`src/rtl/vpifo_req_scheduler.sv`:
```
// vpifo_req_scheduler: round-robin push arbiter and pop-credit scheduler with stall hysteresis for the vPIFO task generator
module vpifo_req_scheduler #(
  parameter int PTW           = 16,
  parameter int MTW           = 2,
  parameter int TREE_NUM      = 4,
  parameter int NUM_PORTS     = 4,
  parameter int CTW           = 10,
  parameter int MAX_OCC       = 1000,
  parameter int PCW           = 4,
  parameter int RESUME_CYCLES = 4,
  localparam int TREE_NUM_BITS = $clog2(TREE_NUM)
) (
  input  logic                                 i_clk,
  input  logic                                 i_arst_n,
  input  logic [NUM_PORTS-1:0]                 i_req_valid,
  input  logic [NUM_PORTS*TREE_NUM_BITS-1:0]   i_req_tree_id,
  input  logic [NUM_PORTS*PTW-1:0]             i_req_priority,
  input  logic [NUM_PORTS*(MTW+PTW)-1:0]       i_req_data,
  output logic [NUM_PORTS-1:0]                 o_req_ready,
  input  logic                                 i_pop_req,
  output logic                                 o_pop_req_ready,
  output logic                                 o_push,
  output logic [TREE_NUM_BITS-1:0]             o_push_tree_id,
  output logic [PTW-1:0]                       o_push_priority,
  output logic [MTW+PTW-1:0]                   o_push_data,
  output logic                                 o_pop,
  input  logic                                 i_task_fifo_full,
  input  logic                                 i_pop_out,
  output logic [CTW-1:0]                       o_occupancy,
  output logic [PCW-1:0]                       o_pop_pending,
  output logic [PCW-1:0]                       o_pop_outstanding,
  output logic                                 o_stalled
);
  localparam int DW = MTW + PTW;
  localparam int PW = (NUM_PORTS > 1) ? $clog2(NUM_PORTS) : 1;
  localparam int RW = $clog2(RESUME_CYCLES + 1);
  localparam logic [PCW-1:0] PMAX = {PCW{1'b1}};
  typedef enum logic {RUN, STALL} state_t;
  state_t state, state_nx;
  logic [RW-1:0] res_cnt, res_cnt_nx;
  logic [PW-1:0] rr_ptr, idx, gidx;
  logic found, issue_ok, push_ok, pop_issue, pop_acc;
  assign issue_ok        = (state == RUN) && !i_task_fifo_full;
  assign push_ok         = issue_ok && (o_occupancy < CTW'(MAX_OCC));
  assign pop_issue       = issue_ok && |o_pop_pending && |o_occupancy && (o_pop_outstanding != PMAX);
  assign o_pop_req_ready = o_pop_pending != PMAX;
  assign pop_acc         = i_pop_req && o_pop_req_ready;
  assign o_stalled       = state == STALL;
  assign o_req_ready     = found ? NUM_PORTS'(1) << gidx : '0;
  always_comb begin
    state_nx   = state;
    res_cnt_nx = res_cnt;
    if (state == RUN) begin
      state_nx   = i_task_fifo_full ? STALL : RUN;
      res_cnt_nx = i_task_fifo_full ? '0 : res_cnt;
    end else if (i_task_fifo_full) begin
      res_cnt_nx = '0;
    end else if (res_cnt == RW'(RESUME_CYCLES - 1)) begin
      state_nx = RUN;
    end else begin
      res_cnt_nx = res_cnt + 1'b1;
    end
  end
  // first valid port at or after rr_ptr, wrapping
  always_comb begin
    found = 1'b0;
    gidx  = '0;
    idx   = '0;
    for (int i = 0; i < NUM_PORTS; i++) begin
      idx = PW'((int'(rr_ptr) + i) % NUM_PORTS);
      if (push_ok && !found && i_req_valid[idx]) begin
        found = 1'b1;
        gidx  = idx;
      end
    end
  end
  always_ff @(posedge i_clk or negedge i_arst_n) begin
    if (!i_arst_n) begin
      state             <= RUN;
      res_cnt           <= '0;
      rr_ptr            <= '0;
      o_push            <= 1'b0;
      o_push_tree_id    <= '0;
      o_push_priority   <= '0;
      o_push_data       <= '0;
      o_pop             <= 1'b0;
      o_occupancy       <= '0;
      o_pop_pending     <= '0;
      o_pop_outstanding <= '0;
    end else begin
      state             <= state_nx;
      res_cnt           <= res_cnt_nx;
      rr_ptr            <= found ? PW'((int'(gidx) + 1) % NUM_PORTS) : rr_ptr;
      o_push            <= found;
      o_pop             <= pop_issue;
      o_occupancy       <= o_occupancy + CTW'(found) - CTW'(pop_issue);
      o_pop_pending     <= o_pop_pending + PCW'(pop_acc) - PCW'(pop_issue);
      o_pop_outstanding <= o_pop_outstanding + PCW'(pop_issue) - PCW'(i_pop_out && |o_pop_outstanding);
      if (found) begin
        o_push_tree_id  <= i_req_tree_id[int'(gidx)*TREE_NUM_BITS +: TREE_NUM_BITS];
        o_push_priority <= i_req_priority[int'(gidx)*PTW +: PTW];
        o_push_data     <= i_req_data[int'(gidx)*DW +: DW];
      end
    end
  end
endmodule

```
`config.mk`:
```
export PLATFORM = sky130hd
export DESIGN_NAME = vpifo_req_scheduler
export DESIGN_NICKNAME = d
export VERILOG_FILES = /design/src/rtl/vpifo_req_scheduler.sv
export SDC_FILE = /design/constraint.sdc
export NUM_CORES = 1
export LEC_CHECK = 0
export CORE_AREA = 2 2 91 136
export CTS_CLUSTER_SIZE = 40
export DETAILED_ROUTE_END_ITERATION = 10
export DIE_AREA = 0 0 93 138
export GPL_TIMING_DRIVEN = 1
export HOLD_SLACK_MARGIN = 0.06
export PLACE_DENSITY_LB_ADDON = 0.2
export SETUP_SLACK_MARGIN = 0.15
export SYNTH_ARGS = -nofsm -noshare
export SYNTH_HDL_FRONTEND = slang
export SYNTH_SLANG_ARGS = --single-unit
```
`constraint.sdc`:
```
create_clock -name i_clk -period 5 [get_ports i_clk]
set_input_delay 1 -clock i_clk [delete_from_list [all_inputs] [get_ports i_clk]]
set_output_delay 1 -clock i_clk [all_outputs]
set_load 0.02 [all_outputs]
```
# After elaboration in Yosys (flattened, before gate mapping)
# Cells that the tools add are included.
totals:
  regBits: 62
  output_inout_bits: 62
op_classes:
  eq_ne: 4
  n_reduce_logical: 23
  n_mux: 25
  multipliers: 1
  bitwise_logic: 1
  add_sub_neg: 11
  shifts: 4
  magnitude_cmp: 5
ops:
  columns: ["operator", "count"]
  rows:
  - ["72-bit by 8-bit indexed part select with 18-bit output", 1]
  - ["64-bit by 7-bit indexed part select with 16-bit output", 1]
  - ["1-bit logical AND", 14]
  - ["2-bit by 3-bit < comparator with 1-bit output, second input constant", 4]
  - ["1-bit 2-to-1 mux", 12]
  - ["3-bit 2-to-1 mux", 4]
  - ["10-bit by 1-bit adder with 10-bit output", 1]
  - ["10-bit < comparator, second input constant", 1]
  - ["10-bit OR reduction", 1]
  - ["10-bit by 1-bit subtractor with 10-bit output", 1]
  - ["4-bit by 1-bit adder with 4-bit output", 2]
  - ["1-bit binary-select mux with 2-bit select", 4]
  - ["2-bit 2-to-1 mux", 4]
  - ["4-bit inequality test, second input constant", 2]
  - ["4-bit OR reduction", 2]
  - ["8-bit by 4-bit indexed part select with 2-bit output", 1]
  - ["4-bit by 1-bit subtractor with 4-bit output", 2]
  - ["2-bit by 4-bit multiplier with 6-bit output, second input constant", 1]
  - ["2-bit by 1-bit adder with 2-bit output, second input constant", 2]
  - ["2-bit adder, second input constant", 2]
  - ["1-bit zero test", 4]
  - ["4-bit 2-to-1 mux", 1]
  - ["1-bit by 2-bit left shift with 4-bit output, first input constant", 1]
  - ["3-bit by 1-bit adder with 3-bit output, second input constant", 1]
  - ["other kinds (5)", 5]

# Longest topological paths before layout
logic_depth:
  depth_word: 19
  mapped_depth: 15

# Least setup slack after synthesis
# No wires, ideal clock.
synth_path:
  path_kind: "input-to-reg"
  start: "input i_req_valid[1]"
  end: "register o_occupancy[8]"
  cell_stages: 13
  path_slack_ps: 1254
  t_arrival_ps: 3621
  t_required_ps: 4875
  setup_ps: 125
  cell_sequence: "or4_4 > o211ai_2 > buf_6 > buf_2 > ha_1 > inv_1 > ha_1 > fa_1 > a21oi_1 > o21bai_1 > a2111oi_0 > nor2_1 > xor2_1"
synth_via:
  elab_chain_len: 18
synth_rtl:
  columns: ["element", "line", "text"]
  rows:
  - ["from (decl)", "15", "input logic [NUM_PORTS-1:0] i_req_valid,"]
  - ["1-bit binary-select mux with 2-bit select", "71", "if (push_ok && !found && i_req_valid[idx]) begin"]
  - ["1-bit 2-to-1 mux (not written as such)", "71", null]
  - ["1-bit logical AND", "71", null]
  - ["1-bit 2-to-1 mux", "71", null]
  - ["1-bit zero test", "71", null]
  - ["1-bit logical AND (2 in series)", "71", null]
  - ["1-bit 2-to-1 mux", "71", null]
  - ["1-bit zero test", "71", null]
  - ["1-bit logical AND (2 in series)", "71", null]
  - ["1-bit 2-to-1 mux", "71", null]
  - ["1-bit zero test", "71", null]
  - ["1-bit logical AND (2 in series)", "71", null]
  - ["1-bit 2-to-1 mux *", "71", null]
  - ["10-bit by 1-bit adder with 10-bit output *", "96", "o_occupancy <= o_occupancy + CTW'(found) - CTW'(pop_issue);"]
  - ["10-bit by 1-bit subtractor with 10-bit output *", "96", null]
  - ["to (signal assigned)", "96", null]
  - ["to (decl)", "29", "output logic [CTW-1:0] o_occupancy,"]
# Mark *: on every way between the ends. The rest lies on a longest branch, timed or not. The select of a mux whose other input is x is not followed.
# A chain may end at the register's enable or synchronous reset.

# Worst setup path in the final report
layout_path:
  start: "input i_req_valid[0]"
  end: "output o_req_ready[1]"
layout_via:
  elab_chain_len: 18
layout_rtl:
  columns: ["element", "line", "text"]
  rows:
  - ["1-bit binary-select mux with 2-bit select", "71", null]
  - ["1-bit 2-to-1 mux (not written as such)", "71", null]
  - ["1-bit logical AND", "71", null]
  - ["1-bit 2-to-1 mux", "71", null]
  - ["1-bit zero test", "71", null]
  - ["1-bit logical AND (2 in series)", "71", null]
  - ["1-bit 2-to-1 mux", "71", null]
  - ["1-bit zero test", "71", null]
  - ["1-bit logical AND (2 in series)", "71", null]
  - ["1-bit 2-to-1 mux", "71", null]
  - ["1-bit zero test", "71", null]
  - ["1-bit logical AND (2 in series)", "71", null]
  - ["2-bit 2-to-1 mux", "71", null]
  - ["1-bit by 2-bit left shift with 4-bit output", "49", "assign o_req_ready = found ? NUM_PORTS'(1) << gidx : '0;"]
  - ["4-bit 2-to-1 mux *", "49", null]
  - ["to (decl)", "19", "output logic [NUM_PORTS-1:0] o_req_ready,"]
# Marked as above.

==> results.py <==
metrics = {
    "synthesis": {
        "synth_edf_count": 0,
        "synth_nets": 668,
        "synth.yosys.warnings": 0,
        "ys_top_cells_by_count": "62 x dfrtp_1, 45 x a21oi_1, 39 x o22ai_1, 38 x nand2b_1",
        "netlist_area_um2": 4570,
        "yosysTopAreaCell": "dfrtp_1",
        "ys_seq_area_share_pct": 33.9,
        "async_reset_ff_share_pct": 100,
        "synth.area.top_cells": "dfrtp_1 34%, ha_1 9.9%, mux2i_1 8.1%",
        "ys_seq_elements": 62,
        "ys.flop_type": "dfrtp_1",
        "synth_top_cell_area_share_pct": 33.9,
        "syn_inst": 476,
        "ys_types": 48,
        "yosysMostFrequentCell": "dfrtp_1",
        "syn_avg_cell_area_um2": 9.60,
    },
    "detailed_routing": {
        "dr.pass1.iters": 4,
        "totalWireLength_mm": 15.5,
        "drtIter0Drc": 190,
        "antenna_left": 0,
        "drc_errors": 0,
        "route.vias.total": 4470,
        "post_drt_wl_per_cell_um": 18.6,
        "vias_per_cell": 5.39,
    },
    "place": {
        "port_buffers": 214,
        "place_area_um2": 6720,
        "dpl.hpwl_mm": 11.2,
        "dp.cells": 815,
        "routabilityCongestion": 0.823,
    },
    "pwr": {
        "p_per_area_nw_per_um2": 532,
        "ir_drop_mv": 0.366,
        "p_leak_nw": 2.98,
    },
    "critical_path": {
        "crit_fanout": 16,
        "path_common_cell": "clkdlybuf4s50_1",
        "cp_data_arrival_time_ps": 3330,
        "max_stage_delay_ps": 610,
        "endpoint": "o_req_ready[1]",
        "startpoint": "i_req_valid[0]",
        "start_kind": "primary input",
        "r2r_setup_slack_ps": 1590,
        "timing.rr.start": "o_occupancy[4]",
        "endpoint_kind": "output pin",
        "crit_slowest_cell": "clkdlybuf4s50_1",
        "worstPathCellList": "clkdlybuf4s50_1, mux2_4, nand2_1, and3_2, nand2_4, inv_4, ha_1, and3_1, clkdlybuf4s50_1",
        "worstRegToRegCells": 15,
        "timing.rr.end": "o_occupancy[8]",
        "worstSetupPathType": "in -> out",
        "worst_ep_required_time_ps": 4000,
    },
    "timing": {
        "final.min_clock_period_ps": 4330,
        "fmax_ghz": 0.231,
        "rsz0062_at_grt": "no",
        "finalSetupTns_ps": 0,
        "hold_viol": 0,
        "finalSetupViolCount": 0,
        "fin_crit_sh_pct": 86.6,
        "finalMaxSlewViolations": 0,
        "fin_skew_ps": 5.36,
        "worst_pin_slew_ps": 836,
        "slew_headroom_pct": 44.3,
    },
    "clock_network": {
        "cts_tree": "done",
        "cts_made_buffers": 9,
        "cts.sinks": 62,
        "clk_pin_slew_worst_paths_ps": 50,
        "clock_latency_ps": 330,
        "postCtsHoldBufs": 0,
        "post_cts.repair.setup_buffers": 0,
        "cts_max_level": 3,
        "ctsLongestPathBuffers": 2,
        "post_cts_resized": 0,
        "cts_root_buffer": "clkbuf_16",
    },
    "global_routing": {
        "grt_pass1_vias": 4580,
        "grt_use_total_pct": 23.8,
        "grt_pass1_wl_mm": 24.2,
        "overflow": 0,
        "grt_max_degree": 78,
        "antenna_found_initial": 0,
    },
    "finish": {
        "area_delta_synth_final_pct": 53.4,
        "nets": 865,
        "drive_gt1_share_pct": 5.33,
        "antenna_cells": 0,
        "utilization_pct": 59.6,
        "instances_no_fill": 829,
        "fin_area_um2": 7010,
    },
    "die": {
        "io_pins": 215,
        "rows": 49,
        "dieHeight_um": 138,
        "core_um2": 11800,
        "die-area_um2": 12800,
        "start_util_pct": 38.8,
        "dieWidth_um": 93,
    },
    "worst_hold_path": {
        "min_path_type": "reg -> reg",
    },
    "run": {
        "cap_violations": 0,
    },
    "run_status": {
        "status": "finished clean",
    },
}
## placed cells by master (no fill, tap or decap), types with 2 or more instances in the layout
cell type,instances
nor2b_1,3
nor2_1,10
nand2b_1,38
clkdlybuf4s50_1,213
buf_4,8
fa_1,3
a31oi_1,2
and3_1,4
nand4_1,2
mux2i_1,37
dfrtp_1,62
xor2_1,8
a2111oi_0,2
a21o_1,3
xnor2_1,4
o21bai_1,3
ha_1,36
o21ai_0,2
clkbuf_16,9
o31ai_1,36
nand3_1,3
inv_1,31
or3_1,2
nor3_1,2
o22ai_1,39
a21oi_1,45
or2_2,3
clkbuf_8,5
nand2_1,6
nand3b_1,37
## layout make-up
type | instances | area (um^2)
clock buffers | 14 | 294
fillers | 1053 | 4760
inverters | 33 | 126
multi-input cells | 345 | 2650
flip-flops and latches | 62 | 1550
well taps | 153 | 191
repair buffers | 222 | 2200
## worst min path at each step
stage / startpoint / slack [ps] / depth (start not counted) / to
floorplan: res_cnt[1] / 490 / 2 / res_cnt[1]
global placement: res_cnt[1] / 510 / 2 / res_cnt[1]
detailed placement: res_cnt[1] / 540 / 2 / res_cnt[1]
CTS: res_cnt[1] / 550 / 2 / res_cnt[1]
global route: o_occupancy[0] / 580 / 1 / o_occupancy[0]
finish: res_cnt[1] / 540 / 2 / res_cnt[1]
## metal layers
layer	wire length [um]	global-route usage (%)	part of all wire [%]	vias to the layer above
li1	-	-	-	2117
met3	1150	5.72	7.4	26
met2	7830	41.2	51	177
met4	389	8.05	2.5	0
met5	0	0	0	-
met1	6080	28.9	39	2150
## power breakdown
part	total, mW	leakage (nW)	internal, mW	switching [mW]
clock	0.617	0.147	0.398	0.219
sequential	0.935	0.739	0.767	0.168
combinational	2.18	2.09	1.07	1.11
total	3.73	2.98	2.23	1.50
## stage by stage
step / worst slack, ps / power, mW / hold WS (ps)
6_report: 668 / 3.73 / 542
5_1_grt: 518 / 4.01 / 576
4_1_cts: 655 / 3.77 / 547
3_5_place_dp: 680 / 3.12 / 535
3_3_place_gp: 712 / 3.05 / 510
2_1_floorplan: 1250 / 2.26 / 490
## critical path, delay by kind of cell
kind	cells	cell delay [ps]
fa+ha+maj	1	200
buf+inv	3	1330
mux	1	310
simple gates	4	500
## cell families (layout without fill, tap and decap cells)
group / count (synthesis) / after routing / share of synthesized area, %
AO/OA/AOI/OAI: 142 / 142 / 20.0
multiplexers: 38 / 38 / 8.43
flip-flops: 62 / 62 / 33.9
adder cells (fa/ha/maj): 39 / 39 / 11.2
XOR/XNOR: 12 / 12 / 2.30
buffers and inverters: 69 / 269 / 8.27
AND/OR/NAND/NOR: 114 / 114 / 15.9
## flip-flops by register name (all words and copies together), names as in the netlist
signal / flops
o_stalled: 1
o_push_data: 18
rr_ptr: 2
res_cnt: 3
o_occupancy: 10
o_push: 1
o_push_tree_id: 2
o_pop_outstanding: 4
o_push_priority: 16
o_pop_pending: 4
o_pop: 1
Power figures use the tool's default switching activity.
